--- src/rtl/lcd_text_controller.sv ---
// lcd_text_controller: HD44780 8-bit text refresher fed from a COLS x ROWS shadow buffer
// Ports: clk, rst (async active-low); wr_en/wr_row/wr_col/wr_char write one character;
// clr_req space-fills the buffer (busy high meanwhile); init_done after the LCD init
// sequence; frame_done pulses at the end of each refresh; rs/rw/en/data drive the LCD bus.
module lcd_text_controller #(
  parameter int TICK_CYCLES   = 50000,
  parameter int COLS          = 16,
  parameter int ROWS          = 2,
  parameter int POWERUP_TICKS = 20
) (
  input  logic       clk,
  input  logic       rst,
  input  logic       wr_en,
  input  logic       wr_row,
  input  logic [5:0] wr_col,
  input  logic [7:0] wr_char,
  input  logic       clr_req,
  output logic       busy,
  output logic       init_done,
  output logic       frame_done,
  output logic       rs,
  output logic       rw,
  output logic       en,
  output logic [7:0] data
);
  localparam int N  = COLS * ROWS;
  localparam int IW = N > 1 ? $clog2(N) : 1;
  localparam int TW = TICK_CYCLES > 1 ? $clog2(TICK_CYCLES) : 1;
  localparam int PW = POWERUP_TICKS > 1 ? $clog2(POWERUP_TICKS) : 1;
  localparam logic [7:0] FUNC_CMD = ROWS == 2 ? 8'h38 : 8'h30;

  typedef enum logic [3:0] {
    S_PWRUP, S_FUNC, S_DISP, S_ENTRY, S_CLEAR, S_CLRWAIT, S_IDLE, S_ADDR, S_DATA
  } state_t;

  logic [TW-1:0] r_tick_cnt;
  logic          w_tick;
  logic          r_start, r_busy, r_dirty;
  logic [IW-1:0] r_fill_idx;
  logic [7:0]    r_buf [2**IW];
  logic [IW-1:0] w_wr_idx, w_rd_idx;
  logic          w_wr_ok, w_fill_last, w_frame_start;

  state_t        r_state, w_state;
  logic          r_phase, w_phase;
  logic [PW-1:0] r_cnt, w_cnt;
  logic          r_row, w_row;
  logic [5:0]    r_col, w_col;
  logic          r_rs, w_rs, r_en, w_en;
  logic [7:0]    r_data, w_data, w_byte;
  logic          r_init_done, w_init_done, r_frame_done, w_frame_done;
  logic          w_col_last, w_row_last;

  assign w_tick = r_tick_cnt == TW'(TICK_CYCLES - 1);

  always_ff @(posedge clk or negedge rst)
    if (!rst) r_tick_cnt <= '0;
    else      r_tick_cnt <= w_tick ? '0 : r_tick_cnt + 1'b1;

  assign w_wr_ok     = wr_en & ~clr_req & ~r_busy & ({31'b0, wr_row} < ROWS) & ({26'b0, wr_col} < COLS);
  assign w_wr_idx    = IW'(wr_row ? COLS : 0) + IW'(wr_col);
  assign w_rd_idx    = IW'(r_row ? COLS : 0) + IW'(r_col);
  assign w_fill_last = r_busy & (r_fill_idx == IW'(N - 1));

  // r_start makes the fill begin on the first edge after reset release.
  always_ff @(posedge clk or negedge rst)
    if (!rst) begin
      r_start    <= 1'b1;
      r_busy     <= 1'b0;
      r_fill_idx <= '0;
      r_dirty    <= 1'b0;
    end else begin
      if (clr_req | r_start) begin
        r_start    <= 1'b0;
        r_busy     <= 1'b1;
        r_fill_idx <= '0;
      end else if (r_busy) begin
        r_fill_idx <= r_fill_idx + 1'b1;
        r_busy     <= ~w_fill_last;
      end
      r_dirty <= (w_fill_last & ~clr_req) | w_wr_ok | (r_dirty & ~w_frame_start);
    end

  always_ff @(posedge clk)
    if (r_busy)       r_buf[r_fill_idx] <= 8'h20;
    else if (w_wr_ok) r_buf[w_wr_idx]   <= wr_char;

  assign w_col_last = {26'b0, r_col} == COLS - 1;
  assign w_row_last = {31'b0, r_row} == ROWS - 1;
  assign w_byte = r_state == S_FUNC  ? FUNC_CMD :
                  r_state == S_DISP  ? 8'h0C :
                  r_state == S_ENTRY ? 8'h06 :
                  r_state == S_CLEAR ? 8'h01 :
                  r_state == S_ADDR  ? (r_row ? 8'hC0 : 8'h80) : r_buf[w_rd_idx];

  // Byte states: phase 0 is the SETUP tick, phase 1 raises en and advances;
  // the following state's first tick lowers en again.
  always_comb begin
    w_state       = r_state;
    w_phase       = r_phase;
    w_cnt         = r_cnt;
    w_row         = r_row;
    w_col         = r_col;
    w_rs          = r_rs;
    w_en          = r_en;
    w_data        = r_data;
    w_init_done   = r_init_done;
    w_frame_done  = 1'b0;
    w_frame_start = 1'b0;
    if (w_tick)
      case (r_state)
        S_PWRUP: begin
          w_cnt   = r_cnt == PW'(POWERUP_TICKS - 1) ? '0 : r_cnt + 1'b1;
          w_state = r_cnt == PW'(POWERUP_TICKS - 1) ? S_FUNC : S_PWRUP;
        end
        S_FUNC, S_DISP, S_ENTRY, S_CLEAR, S_ADDR, S_DATA:
          if (!r_phase) begin
            w_rs    = r_state == S_DATA;
            w_data  = w_byte;
            w_en    = 1'b0;
            w_phase = 1'b1;
          end else begin
            w_en    = 1'b1;
            w_phase = 1'b0;
            w_cnt   = '0;
            case (r_state)
              S_FUNC:  w_state = S_DISP;
              S_DISP:  w_state = S_ENTRY;
              S_ENTRY: w_state = S_CLEAR;
              S_CLEAR: w_state = S_CLRWAIT;
              S_ADDR: begin
                w_state = S_DATA;
                w_col   = '0;
              end
              default: begin
                w_col   = w_col_last ? '0 : r_col + 1'b1;
                w_row   = w_col_last & ~w_row_last ? 1'b1 : r_row;
                w_state = ~w_col_last ? S_DATA : w_row_last ? S_IDLE : S_ADDR;
              end
            endcase
          end
        S_CLRWAIT: begin
          w_en        = 1'b0;
          w_cnt       = r_cnt + 1'b1;
          w_state     = r_cnt == PW'(1) ? S_IDLE : S_CLRWAIT;
          w_init_done = r_init_done | (r_cnt == PW'(1));
        end
        S_IDLE: begin
          w_en         = 1'b0;
          w_frame_done = r_en;
          if (r_dirty & ~r_busy & ~clr_req) begin
            w_frame_start = 1'b1;
            w_state       = S_ADDR;
            w_row         = 1'b0;
            w_col         = '0;
          end
        end
        default: ;
      endcase
  end

  always_ff @(posedge clk or negedge rst)
    if (!rst) begin
      r_state      <= S_PWRUP;
      r_phase      <= 1'b0;
      r_cnt        <= '0;
      r_row        <= 1'b0;
      r_col        <= '0;
      r_rs         <= 1'b0;
      r_en         <= 1'b0;
      r_data       <= 8'h00;
      r_init_done  <= 1'b0;
      r_frame_done <= 1'b0;
    end else begin
      r_state      <= w_state;
      r_phase      <= w_phase;
      r_cnt        <= w_cnt;
      r_row        <= w_row;
      r_col        <= w_col;
      r_rs         <= w_rs;
      r_en         <= w_en;
      r_data       <= w_data;
      r_init_done  <= w_init_done;
      r_frame_done <= w_frame_done;
    end

  assign busy       = r_busy;
  assign init_done  = r_init_done;
  assign frame_done = r_frame_done;
  assign rs         = r_rs;
  assign rw         = 1'b0;
  assign en         = r_en;
  assign data       = r_data;
endmodule

--- config.mk ---
export PLATFORM = sky130hd
export DESIGN_NAME = lcd_text_controller
export DESIGN_NICKNAME = d
export VERILOG_FILES = /design/src/rtl/lcd_text_controller.sv
export SDC_FILE = /design/constraint.sdc
export NUM_CORES = 1
export LEC_CHECK = 0
export CAP_MARGIN = 40
export CORE_ASPECT_RATIO = 0.7
export CORE_MARGIN = 5
export CORE_UTILIZATION = 40
export DETAILED_ROUTE_END_ITERATION = 12
export DONT_BUFFER_PORTS = 1
export GPL_ROUTABILITY_DRIVEN = 1
export PLACE_DENSITY = 0.59
export SKIP_CTS_REPAIR_TIMING = 1
export SLEW_MARGIN = 20
export SYNTH_ARGS = -nofsm -noshare
export SYNTH_HDL_FRONTEND = slang
export SYNTH_SLANG_ARGS = --single-unit
export TNS_END_PERCENT = 30
--- constraint.sdc ---
create_clock -name clk -period 2.8 [get_ports clk]
set_input_delay 0.14 -clock clk [delete_from_list [all_inputs] [get_ports clk]]
set_output_delay 0.14 -clock clk [all_outputs]
set_load 0.02 [all_outputs]
**Word level (Yosys, flattened, before mapping)**

Memory sizes are Yosys's and may differ from the RTL's.
Index checks and enable logic that the tools add are counted.

- Logic and storage cells: 129
- RAM bits: 256
- Input port bits: 19
- Output and inout bits: 14
- Register bits after elaboration: 53
- Memories kept: 1

Memories:

| name | depth | bits a word | read ports | clocked after Yosys merged registers in | wr ports | RTL line | text |
|---|---|---|---|---|---|---|---|
| r_buf | 32 | 8 | 1 | 0 | 1 | 40 | `logic [7:0] r_buf [2**IW];` |

- $add $sub $neg: 6
- Equal/unequal tests: 18
- Reductions and logical operators: 19
- $lt $le $gt $ge: 1
- Muxes and demuxes: 50
- Bitwise logic cells: 19

Operators with widths:

| cell | count |
|---|---|
| $mux W8 | 6 |
| $mux W5 | 7 |
| $pmux W6 S2 | 2 |
| $mux W1 | 21 |
| $pmux W4 S5 | 1 |
| $mux W6 | 3 |
| $add A16 B1 Y16 const B | 1 |
| $eq A16 B16 Y1 const B | 1 |
| $eq A4 B3 Y1 const B | 4 |
| $mux W16 | 1 |
| $pmux W4 S4 | 1 |
| $pmux W5 S3 | 1 |
| $mux W4 | 3 |
| $add A5 B1 Y5 const B | 2 |
| $add A5 B5 Y5 | 2 |
| $eq A5 B5 Y1 const B | 2 |
| $ne A2 B2 Y1 const B | 5 |
| $and A1 B1 Y1 | 9 |
| $eq A4 B2 Y1 const B | 2 |
| $reduce_or A8 Y1 | 1 |
| $mux W7 | 1 |
| $add A6 B1 Y6 const B | 1 |
| $eq A6 B4 Y1 const B | 1 |
| $lt A6 B5 Y1 const B | 1 |
| other kinds (20) | 34 |

**Depth between registers and ports, before layout**

- Depth in word-level cells: 9
- Depth in mapped cells: 10
- Gate-level depth less buffers: 7

**Worst setup path before layout**

No wires, ideal clock.

- Path type: register -> register
- From: register r_busy (netlist: busy)
- To: memory r_buf[10][0], enable pin
- Path slack: 435 ps
- Clock period less this slack: 2365 ps
- Buffers on the path: 3
- Stages on the path, launching flop included: 10
- Data arrival time: 1994 ps
- Cells stage by stage: dfrtp_1 > buf_2 > nor2_1 > and3_1 > buf_2 > clkbuf_1 > nand3b_1 > nand2_1 > nand2_1 > nor2_1

- Longest elaborated chain between the ends: 8

RTL lines:

| item | RTL line | text |
|---|---|---|
| start, declared | 38 | `logic r_start, r_busy, r_dirty;` |
| start signal, assigned | 79 | `r_busy <= ~w_fill_last;` |
| $not A1 Y1 | 60 | `assign w_wr_ok = wr_en & ~clr_req & ~r_busy & ({31'b0, wr_row} < ROWS) & ({26'b0, wr_col} < COLS);` |
| $and A1 B1 Y1 (2 in a row) | 60 |  |
| $mux W1 | 86 | `else if (w_wr_ok) r_buf[w_wr_idx] <= wr_char;` |
| $mux W1 | 85 | `if (r_busy) r_buf[r_fill_idx] <= 8'h20;` |
| $mux W1 (not written as such) | 86 |  |
| $reduce_or A8 Y1 (no line) | n/a |  |
| $mux W5 (no line) or $mux W1 (tied branches) | n/a |  |
| end, declared | 40 |  |

Parallel ways exist; a longest one is shown, timed or not.

**Final worst setup path**

- From: register r_state[1]
- To: register r_dirty

- Longest elaborated chain between the ends: 6

RTL lines:

| item | RTL line | text |
|---|---|---|
| start, declared | 44 | `state_t r_state, w_state;` |
| start signal, assigned | 175 | `r_state <= w_state;` |
| $eq A4 B3 Y1 | 111 | `case (r_state)` |
| $mux W1 | 111 |  |
| $mux W1 | 110 | `if (w_tick)` |
| $not A1 Y1 | 81 | `r_dirty <= (w_fill_last & ~clr_req) \| w_wr_ok \| (r_dirty & ~w_frame_start);` |
| $and A1 B1 Y1 | 81 |  |
| $or A1 B1 Y1 | 81 |  |
| end signal, assigned | 81 |  |
| end, declared | 38 |  |

No other way between the ends.
A chain may end at the register's enable or synchronous reset.

==> metrics.cfg <==
[run_status]
outcome=finished, final reports clean

[power_and_ir_drop]
irDropWorstVdd_uv=362.2
seq_power_share_pct=55.4
swShare_pct=19.70
p_switching_mw=1.756
p_int_mw=7.155
clock_power_share_pct=43.5
pwr-share-comb_pct=1.1
leakage_nw=5.579
pwr_density_cell_nw_per_um2=598.9

[cts]
cts_sinks=309
numCtsBuffers=28
clk_root_buffer_cell=clkbuf_16
path_clk_slew_ns=0.07
htreeDepth=1
clk_path_buf_depth=3
cts_tree=done
clk_latency_ns=0.56

[grt]
antenna_found_initial=0
track_usage_pct=16.87
grt-ovfl-total=0
grt_max_degree=54
grt_pass1_wl_um=46290
first_global_vias=7146

[sta]
fmax_ghz=0.3861
drv_slew=0
hold_viol=0
rsz0062_at_grt=false
setup_violations=0
maxSlewHeadroom_pct=49.76
worst_pin_slew_ns=0.7508
fin_crit_sh_pct=92.49
fin_crit_ns=2.590
tns_ns=0
skew_ns=0.01532

[routing]
drt_iter0_drc=902
route.met2.wl_um=12680
vias_per_cell=5.551
wire_per_inst_um=23.20
maxUsedRoutingLayer=met4
dr.pass1.iters=5
route.vias.total=7366
drc=0
wl_um=30780
wirelength_met1_um=15400
ant_nets=0
dr_wl_met3_um=2202

[yosys]
synth_area_per_cell_um2=16.03
synth_edf_count=256
synthDistinctLibCells=69
synth_top_area_share_pct=59.22
postSynthCellCount=810
ys.warnings.count=0
synth_area_leader_cell=edfxtp_1
synth-seq-cells=309
syn_area_um2=12980
synth_ff_type=edfxtp_1
synthTopCellsByArea=edfxtp_1 59%, mux4_2 11%, dfrtp_1 10%, nor2_1 2.2%, nand2_1 1.9%
synthArstFlopShare_pct=17.15
seq_area_frac_synth_pct=69.45

[worst_setup_path]
required_ns=3.24
setup.worst_path.class=flop to flop
cp-start-kind=flop
cp_max_fo=16
endpoint_kind=flop
crit_arrival_ns=3.03

[floorplan]
rows=55
core_um2=32140
die_area_um2=36210
die_y_um=160.7
start_util_pct=40.39
die-width_um=225.3
io_pins=33

[placement]
dpl.hpwl_um=20780
place.gp.congestion=0.8367
port_buffers=0

[final_layout]
area_delta_synth_final_pct=14.62
final_nets=902
finish.utilization_pct=46.30
num-fill-cells=2773
drive_above_1_share_pct=21.49

[hold_path]
hold_path_class=primary input to asynchronous set/reset pin

[flow_run]
maxCapViolCount=0

## worst paths after layout
kind	endpoint	startpoint	slack, ns	depth (start not counted)
max reg2reg	r_dirty	r_state[1]	0.21	8
max	r_dirty	r_state[1]	0.21	8
min	r_fill_idx[1]	rst	0.09	2
max in group asynchronous	r_col[0]	rst	2.37	2
min reg2reg	r_tick_cnt[0]	r_tick_cnt[0]	0.49	1
min in group clk	r_buf[6][4]	wr_col[1]	0.11	2
## kinds of logic after synthesis
family	after synthesis	synth area share, %
buf+inv	50	2.014
flops	309	69.45
xor+xnor	20	1.407
other cells	1	0.02889
mux	81	12.22
fa+ha+maj	6	0.5783
simple gates	233	8.559
compound gates	110	5.745
## area by class of cell
class | instances | area (um^2) | share of cell area (%)
sequential | 309 | 9020 | 60.62
inverter | 9 | 33.78 | 0.2270
clock buffer | 40 | 839.6 | 5.642
clock inverter | 11 | 95.09 | 0.6391
multi-input combinational | 452 | 3709 | 24.92
tap | 427 | 534.3 | 3.591
timing repair buffer | 77 | 643.1 | 4.322
antenna | 2 | 5.005 | 0.03364
## synthesized netlist by cell type, types with 4 or more instances
library cell / instances
o22ai_1: 5
clkbuf_1: 13
mux4_2: 62
buf_4: 7
xor2_1: 11
xnor2_1: 8
a21o_1: 5
o31ai_1: 6
o21ai_0: 28
nand3b_1: 5
a22oi_1: 8
mux2i_1: 19
and3_1: 12
nor3_1: 7
dfrtp_1: 52
nor2b_1: 11
buf_2: 14
buf_6: 4
and2_1: 10
nand4_1: 4
ha_1: 6
a21oi_1: 15
nand2_1: 64
inv_1: 9
nand2b_1: 6
edfxtp_1: 256
a31oi_1: 10
nor2_1: 75
nand3_1: 22
## metrics by stage
stage                     cells  setup slack [ns]  area (um^2)  hold WS, ns  total power, mW
after global routing       1325           0.02342        14870       0.1198            9.185
final                      1327            0.2102        14880      0.09236            8.911
after global placement     1269            0.4412        13870      -0.1543            5.109
after detailed placement   1269            0.4473        13870      -0.1543            5.108
after floorplan             811            0.4353        12990      -0.1556            5.079
after CTS                  1320            0.4298        14810      -0.7558            8.943
## sequential cells by signal, indices dropped and copies added, names as in the netlist, 4 cells and up
signal / flops
data: 8
r_buf: 256
r_cnt: 5
r_col: 6
r_fill_idx: 5
r_state: 4
r_tick_cnt: 16
## power by group through the flow
stage / Clock [mW] / Combinational, mW / Sequential [mW]
2_1_floorplan: 0 / 0.0439 / 5.04
3_3_place_gp: 0 / 0.0721 / 5.04
3_5_place_dp: 0 / 0.0716 / 5.04
4_1_cts: 3.93 / 0.0721 / 4.94
5_1_grt: 4.14 / 0.107 / 4.94
6_report: 3.87 / 0.0974 / 4.94
## routing by layer
metal | up-vias | GRT usage, %
met2 | 261 | 22.38
li1 | 3284 | -
met3 | 37 | 4.276
met1 | 3784 | 27.91
met5 | - | 0
met4 | 0 | 3.162
## placed cells by master (no fill, tap or decap), types with 4 or more instances in the layout
cell / count
edfxtp_1: 256
nor2_1: 75
buf_4: 70
nand2_1: 64
mux4_2: 62
dfrtp_1: 50
clkbuf_16: 31
o21ai_0: 28
nand3_1: 22
mux2i_1: 19
a21oi_1: 15
and3_1: 12
xor2_1: 11
nor2b_1: 11
and2_1: 10
a31oi_1: 10
inv_1: 9
xnor2_1: 8
a22oi_1: 8
nor3_1: 7
nand2b_1: 6
o31ai_1: 6
ha_1: 6
clkbuf_1: 6
nand3b_1: 5
a21o_1: 5
o22ai_1: 5
clkinv_2: 5
nand4_1: 4
## worst max-delay path, stage by stage, from the launching register on
cell and delay (ns):
dfrtp_1 0.67, buf_4 0.23, nand3b_1 0.27, nor2_2 0.19, buf_4 0.16, nand2_1 0.13, o21ai_0 0.17, nand3_1 0.09
dlygate4sd3_1 0.55
No activity file was read; power rests on OpenSTA's default activity.
